--- src/rtl/jt12_ch_wrsched.sv ---
// Write scheduler for the FM core's 6-slot channel ring: buffers up to two channel writes and
// loads each one when its slot enters stage 1. Optional merging of same-channel writes: JT12_WRSCHED_COALESCE_EN.
`timescale 1ns/1ps
module jt12_ch_wrsched #(
  parameter int width = 5
) (
  input  logic             clk,
  input  logic             rst,
  input  logic             wr,
  input  logic [2:0]       wr_ch,
  input  logic [width-1:0] wr_data,
  output logic [width-1:0] din,
  output logic             load,
  output logic [2:0]       slot,
  output logic             busy,
  output logic             drop
);

  logic [2:0]       r_slot;
  logic             r_drop;
  logic             r_vld  [2];
  logic             r_old  [2];
  logic [2:0]       r_ch   [2];
  logic [width-1:0] r_data [2];

  logic [1:0] w_match;
  logic [1:0] w_iss;
  logic       w_busy;
  logic       w_bad;
  logic       w_merge;
  logic       w_alloc;
  logic       w_free;
  logic       w_drop;

  genvar gi;
  generate
    for (gi = 0; gi < 2; gi++) begin : g_match
      assign w_match[gi] = r_vld[gi] && (r_ch[gi] == r_slot);
    end
  endgenerate

  // Only a same-channel pair can match together; the older one goes first.
  assign w_iss[0] = w_match[0] && (!w_match[1] || r_old[0]);
  assign w_iss[1] = w_match[1] && !w_iss[0];

  assign w_busy = r_vld[0] && r_vld[1];
  assign w_bad  = wr && (wr_ch > 3'd5);

`ifdef JT12_WRSCHED_COALESCE_EN
  logic [1:0] w_hit;
  generate
    for (gi = 0; gi < 2; gi++) begin : g_hit
      assign w_hit[gi] = r_vld[gi] && (r_ch[gi] == wr_ch) && !w_iss[gi];
    end
  endgenerate
  assign w_merge = wr && !w_bad && (|w_hit);
`else
  assign w_merge = 1'b0;
`endif

  assign w_alloc = wr && !w_bad && !w_merge && !w_busy;
  assign w_drop  = wr && !w_merge && !w_alloc;
  assign w_free  = r_vld[0];

  always_comb begin
    load = 1'b0;
    din  = '0;
    if (|w_iss && !rst) begin
      load = 1'b1;
      din  = w_iss[0] ? r_data[0] : r_data[1];
    end
  end

  always_ff @(posedge clk) begin
    if (rst) begin
      r_slot <= 3'd0;
      r_drop <= 1'b0;
      for (int i = 0; i < 2; i++) begin
        r_vld[i] <= 1'b0;
        r_old[i] <= 1'b0;
      end
    end else begin
      r_slot <= (r_slot == 3'd5) ? 3'd0 : r_slot + 3'd1;
      r_drop <= w_drop;
      for (int i = 0; i < 2; i++) begin
        if (w_alloc && (w_free == 1'(i))) begin
          r_vld[i]  <= 1'b1;
          r_old[i]  <= 1'b0;
          r_ch[i]   <= wr_ch;
          r_data[i] <= wr_data;
        end else begin
          if (w_iss[i]) r_vld[i] <= 1'b0;
          // A fresh allocation elsewhere makes this entry the elder.
          if (w_alloc) r_old[i] <= 1'b1;
`ifdef JT12_WRSCHED_COALESCE_EN
          if (w_merge && w_hit[i]) r_data[i] <= wr_data;
`endif
        end
      end
    end
  end

  assign slot = r_slot;
  assign busy = w_busy;
  assign drop = r_drop;

endmodule

--- config.mk ---
export PLATFORM = sky130hd
export DESIGN_NAME = jt12_ch_wrsched
export DESIGN_NICKNAME = d
export VERILOG_FILES = /design/src/rtl/jt12_ch_wrsched.sv
export SDC_FILE = /design/constraint.sdc
export NUM_CORES = 1
export LEC_CHECK = 0
export ABC_AREA = 1
export BUFFER_PORTS_ARGS = -buffer_cell sky130_fd_sc_hd__buf_4
export CAP_MARGIN = 15
export CORE_UTILIZATION = 47
export DETAILED_ROUTE_END_ITERATION = 10
export PLACE_DENSITY_LB_ADDON = 0.08
export SLEW_MARGIN = 25
export SYNTH_ARGS = -nofsm -noshare
export SYNTH_HDL_FRONTEND = slang
export SYNTH_SLANG_ARGS = --single-unit
--- constraint.sdc ---
create_clock -name clk -period 1.9 [get_ports clk]
set_clock_uncertainty 0.1 [all_clocks]
set_input_delay 0.38 -clock clk [delete_from_list [all_inputs] [get_ports clk]]
set_output_delay 0.38 -clock clk [all_outputs]
set_load 0.02 [all_outputs]
# Word level (Yosys, flattened, before mapping)
# Memories as Yosys holds them, arrays and structs flattened.
# Cells that the tools add are included.
# totals
n_memories	4
mem_bits_rw	20
out_inout_bits	11
reg_bits	4
# classes
addsub	1
eq_ne	3
order_cmp	1
reduce_logical	23
n_bitwise	9
n_mux	40
# memory_table
name	depth	width	rd	rd_clocked_by_memory_dff	write_ports	line	source
r_data	2	5	2	0	1	24	logic [width-1:0] r_data [2];
r_ch	2	3	2	0	1	23	logic [2:0] r_ch [2];
r_old	2	1	1	0	2	22	logic r_old [2];
r_vld	2	1	2	0	2	21	logic r_vld [2];
# ops
operator	count
two-way mux 1 bit	36
two-way mux 5 bit	3
logical AND 1 bit	12
bitwise OR 1 bit	8
== test 3 bit	2
logical NOT 1 bit	6
OR reduction 5 bit	1
OR reduction 2 bit	2
adder 3 x 1 -> 3 bit (second input constant)	1
== test 3 bit (second input constant)	1
> comparator 3 bit (second input constant)	1
two-way mux 3 bit	1
OR reduction 3 bit	1
logical OR 1 bit	1
inverter 1 bit	1

# Logic depth before layout (Yosys ltp)
# An unclocked memory read counts as a cell.
# depth
depth_word	13
ltp_mapped	10
depth_no_buf	9

# Worst setup path after synthesis
# No wires, ideal clock.
# synth_path
path_kind	reg2out
start	register r_slot[0], in the netlist slot[0]
end	output din[0]
stages_incl_launch_ff	9
path_slack_ps	-102
required_ps	1420
arrival_time_ps	1522
path_cell_list	dfxtp_1 > inv_1 > nand2_1 > nand2_1 > nor2_1 > nand2_2 > a21oi_4 > nand2_1 > nor2_1
# synth_between
elab_chain_len	10
elab_cells_between_ends	13
cone_classes	eq/ne: 2; mux: 2; reduce/logical: 9
# synth_rtl
element	line	source
from (decl)	19	logic [2:0] r_slot;
from (signal assigned)	83	r_slot <= (r_slot == 3'd5) ? 3'd0 : r_slot + 3'd1;
== test 3 bit	38	assign w_match[gi] = r_vld[gi] && (r_ch[gi] == r_slot);
logical AND 1 bit	38	
logical NOT 1 bit	43	assign w_iss[0] = w_match[0] && (!w_match[1] || r_old[0]);
logical OR 1 bit	43	
logical AND 1 bit	43	
logical NOT 1 bit	44	assign w_iss[1] = w_match[1] && !w_iss[0];
logical AND 1 bit	44	
OR reduction 2 bit	68	if (|w_iss && !rst) begin
logical AND 1 bit	68	
two-way mux 5 bit *	68	
to (decl)	12	output logic [width-1:0] din,
# Mark *: on every way between the ends. The rest lies on a longest branch, timed or not.

==> results <==
- The flow ran to the end, but the final reports show violations.
- The checks that failed: setup timing.
- The endpoint arrival time on the critical path is approximately 1.7 ns.
- The core region is approximately 2100 um^2.
- By area the synthesized netlist is led by sky130_fd_sc_hd__edfxtp_1 50%, sky130_fd_sc_hd__nand2_1 10%, sky130_fd_sc_hd__dfxtp_1 9.3%.
- For this configuration, the core starts out at a cell density of 52.3%.
- The top-level port count is 22.
- The highest clock frequency the design can meet is approximately 460 MHz.
- The most area-hungry cell type in the Yosys netlist is sky130_fd_sc_hd__edfxtp_1.
- The post-detailed-route DRC marker count is 0.
- Entering global routing, the biggest net connects 13 pins.
- The clock tree from TritonCTS is built.
- TritonCTS created 3 clock buffers.
- The total grt overflow is 0.
- The first global-routing pass estimated 3390 um of wire.
- The sequential area share after synthesis is between 50% and 60%.
- The antenna diode count is 0.
- The reg-to-reg critical path startpoint is r_vld[0]$_SDFFCE_PN0P_.
- The library cells used most frequently in the layout, excluding fill and tap cells, are 26 x sky130_fd_sc_hd__nand2_1, 23 x sky130_fd_sc_hd__buf_4, 19 x sky130_fd_sc_hd__inv_1, 18 x sky130_fd_sc_hd__edfxtp_1, 8 x sky130_fd_sc_hd__nor2_1.
- The clock drives 23 sinks.
- Timing analysis after detailed placement gives a worst setup slack of -0.0760 ns.
- The category of the worst setup path launch point is a flop.
- The type of destination of the critical path is an output port.
- The port buffer count is 21.
- The final antenna-violating net count is 0.
- Counting the fill cells in the layout gives 169.
- In the final routed layout, each cell accounts on average for about 12 um.
- Each instance of the synthesized netlist takes up on average between 9 and 10 um^2.
- The power density relative to cell area is between 600 and 700 nW/um^2.
- The fraction of layout instances using a drive strength above 1 is a little under two fifths.
- The clock root buffer is sky130_fd_sc_hd__clkbuf_4.
- The largest driver fanout on the critical path is 6.
- The final HPWL from detailed placement is ~1400 um.
- The first detailed-routing pass took 4 iterations.
- Of the post-synthesis cell area, the dominant cell type holds 50.1%.
- The combined global-route utilization of all metal layers is between 10% and 20%.
- Traced cell by cell, the critical path runs through nand2_1 -> nand2_2 -> nor2_2 -> nand2_4 -> a21oi_4 -> nand2_1 -> nor2_2 -> buf_6.
- The tool flagged a number of max-cap violations equal to 0.
- Across the VDD grid, the largest voltage drop is between 0.0004 and 0.0005 V.
- The cell type of the slowest stage on the worst timing path is sky130_fd_sc_hd__edfxtp_1.
- The vertical extent of the die is between 40 and 50 um.
- After clock tree synthesis, the clock-pin slew on the worst setup and hold paths is approximately 0.12 ns.
- For the pin with the worst max-slew slack, the measured transition is approximately 0.24 ns.
- The number of global-route vias before repair was around 820.
- The final worst hold slack is approximately 0.15 ns.
- The die covers roughly 2500 um^2.
- Counting every net in the synthesized netlist gives 130.
- The synthesized instance count is approximately 120.
- The die is about 50 um wide.
- During synthesis, Yosys emitted a total of 0 warnings.
- In this run the number of H-tree levels came out at 1.
- Setup violations remaining at the end of the flow were counted as 6.
- The count of vias placed by the detailed router is roughly 870.
- The total of flip-flops plus latches after synthesis is 23.
- The total number of nets in the final design is 163.
- The fraction of the cycle the final worst path needs is 114%.
- Setup repair after global routing could not meet its margin everywhere.
- Counting I/O delays and the setup requirement, the final critical path takes between 2 and 2.5 ns.
- At the worst endpoint, the required time is approximately 1.4 ns.
- Wires add up to about 2000 um.
- The max-slew violation count was 0.
- The origin of the worst min-delay path is wr_ch[0].
- Compared with the post-synthesis result, the final layout area differs by 32.9%.
- The max-slew headroom at the worst pin is between 80% and 90%.
- Clock latency on the worst-skew pair, taken at its later pin, is roughly 0.30 ns.
- The number of DRC markers after the initial detailed-route iteration is 22.
- The number of unique standard cell types used by synthesis is 17.
- The kind of critical path is flop to output port.
- The final weighted congestion of routability-driven global placement is approximately 0.80.
- The maximum buffer depth of the clock tree is 2.
- The delay contributed by the slowest stage of the critical path is 0.41 ns.
- The commonest non-fill, non-tap cell in the layout is sky130_fd_sc_hd__nand2_1.
- The post-layout worst setup margin is -0.275 ns.
- The count of final hold-check violations is 0.
- The worst hold-check path type is input port to flop.
- The mapped cell area is 1080 um^2.
- The row count is 16.
- The number of antenna violations at the first check in global routing is 0.
- In this run the worst setup path begins at r_ch[0][2]$_DFFE_PP_.
- In the routed layout, each cell is associated on average with a via count of ~4.9.
- The leakage component of the power is around 0.00063 uW.
## final timing paths
check / endpoint / depth (start not counted) / slack (ns)
max: din[0] / 8 / -0.28
min reg2reg: r_vld[1]$_SDFFE_PP0P_ / 4 / 0.46
max reg2reg: r_data[0][6]$_DFFE_PP_ / 4 / 0.42
min: r_ch[0][0]$_DFFE_PP_ / 1 / 0.15
## flip-flops by register name (all words and copies together), names as in the netlist
register and flops:
r_data 10, r_ch 6, slot 3, r_vld 2, drop 1, r_old 1
## layer usage
layer | global-route usage (%) | up-vias | routed length [um]
met5 | 0 | - | 0
met3 | 2.47 | 4 | 79
met1 | 22.9 | 408 | 952
li1 | - | 432 | -
met4 | 9.52 | 0 | 31
met2 | 31.1 | 24 | 980
## synthesized netlist by cell type, drive strengths merged
master,number
dfxtp,5
edfxtp,18
nand2,31
xnor2,1
nor2,17
a21oi,6
ha,2
o21bai,1
o21a,1
nand3,9
buf,2
inv,22
nor3,2
## worst max-delay path: cells and delay by family (launching register included)
kind                   cells  cell delay [ns]
AOI/OAI and AO/OA          1             0.25
buffers and inverters      1             0.12
DFF                        1             0.41
and+or+nand+nor            6             0.60
## through the flow
stage	setup TNS, ns	total power [uW]	util (%)	std cells	instance area [um^2]
after floorplan	0	681	-	117	1090
final	-1.58	973	69.5	176	1430
after CTS	-1.49	970	68.1	175	1410
after detailed placement	-0.262	743	63.4	169	1310
after global placement	-0.0300	739	63.4	169	1310
after global routing	-2.31	1020	69.5	176	1430
## final cells by class
class	instances	area (um^2)	area share (%)
clock buffer	4	26.3	1.83
inverter	22	86.3	6.02
multi-input combinational	70	393	27.4
sequential	23	647	45.1
tap	27	33.8	2.36
timing repair buffer	29	240	16.8
timing repair inverter	1	7.51	0.524
## power breakdown
part / internal (uW) / switching [uW] / total (uW)
Clock: 81.8 / 138 / 220
Sequential: 571 / 16.3 / 587
Combinational: 70.4 / 96.0 / 166
## what timing repair did
action | in CTS | in global routing
hold buffers | 0 | 0
gates cloned | 1 | 0
resized for setup | 16 | 6
setup buffers | 1 | 1
setup endpoints to repair | 6 | 6
pin swaps | 6 | 2
## cell families after synthesis
family	Yosys count	share of synthesized area (%)
AO/OA/AOI/OAI	8	5.22
XOR/XNOR	1	0.812
adder cells (fa/ha/maj)	2	2.32
buffers and inverters	24	9.74
flip-flops	23	59.4
AND/OR/NAND/NOR	59	22.5
(Power assumes the default switching activity.)
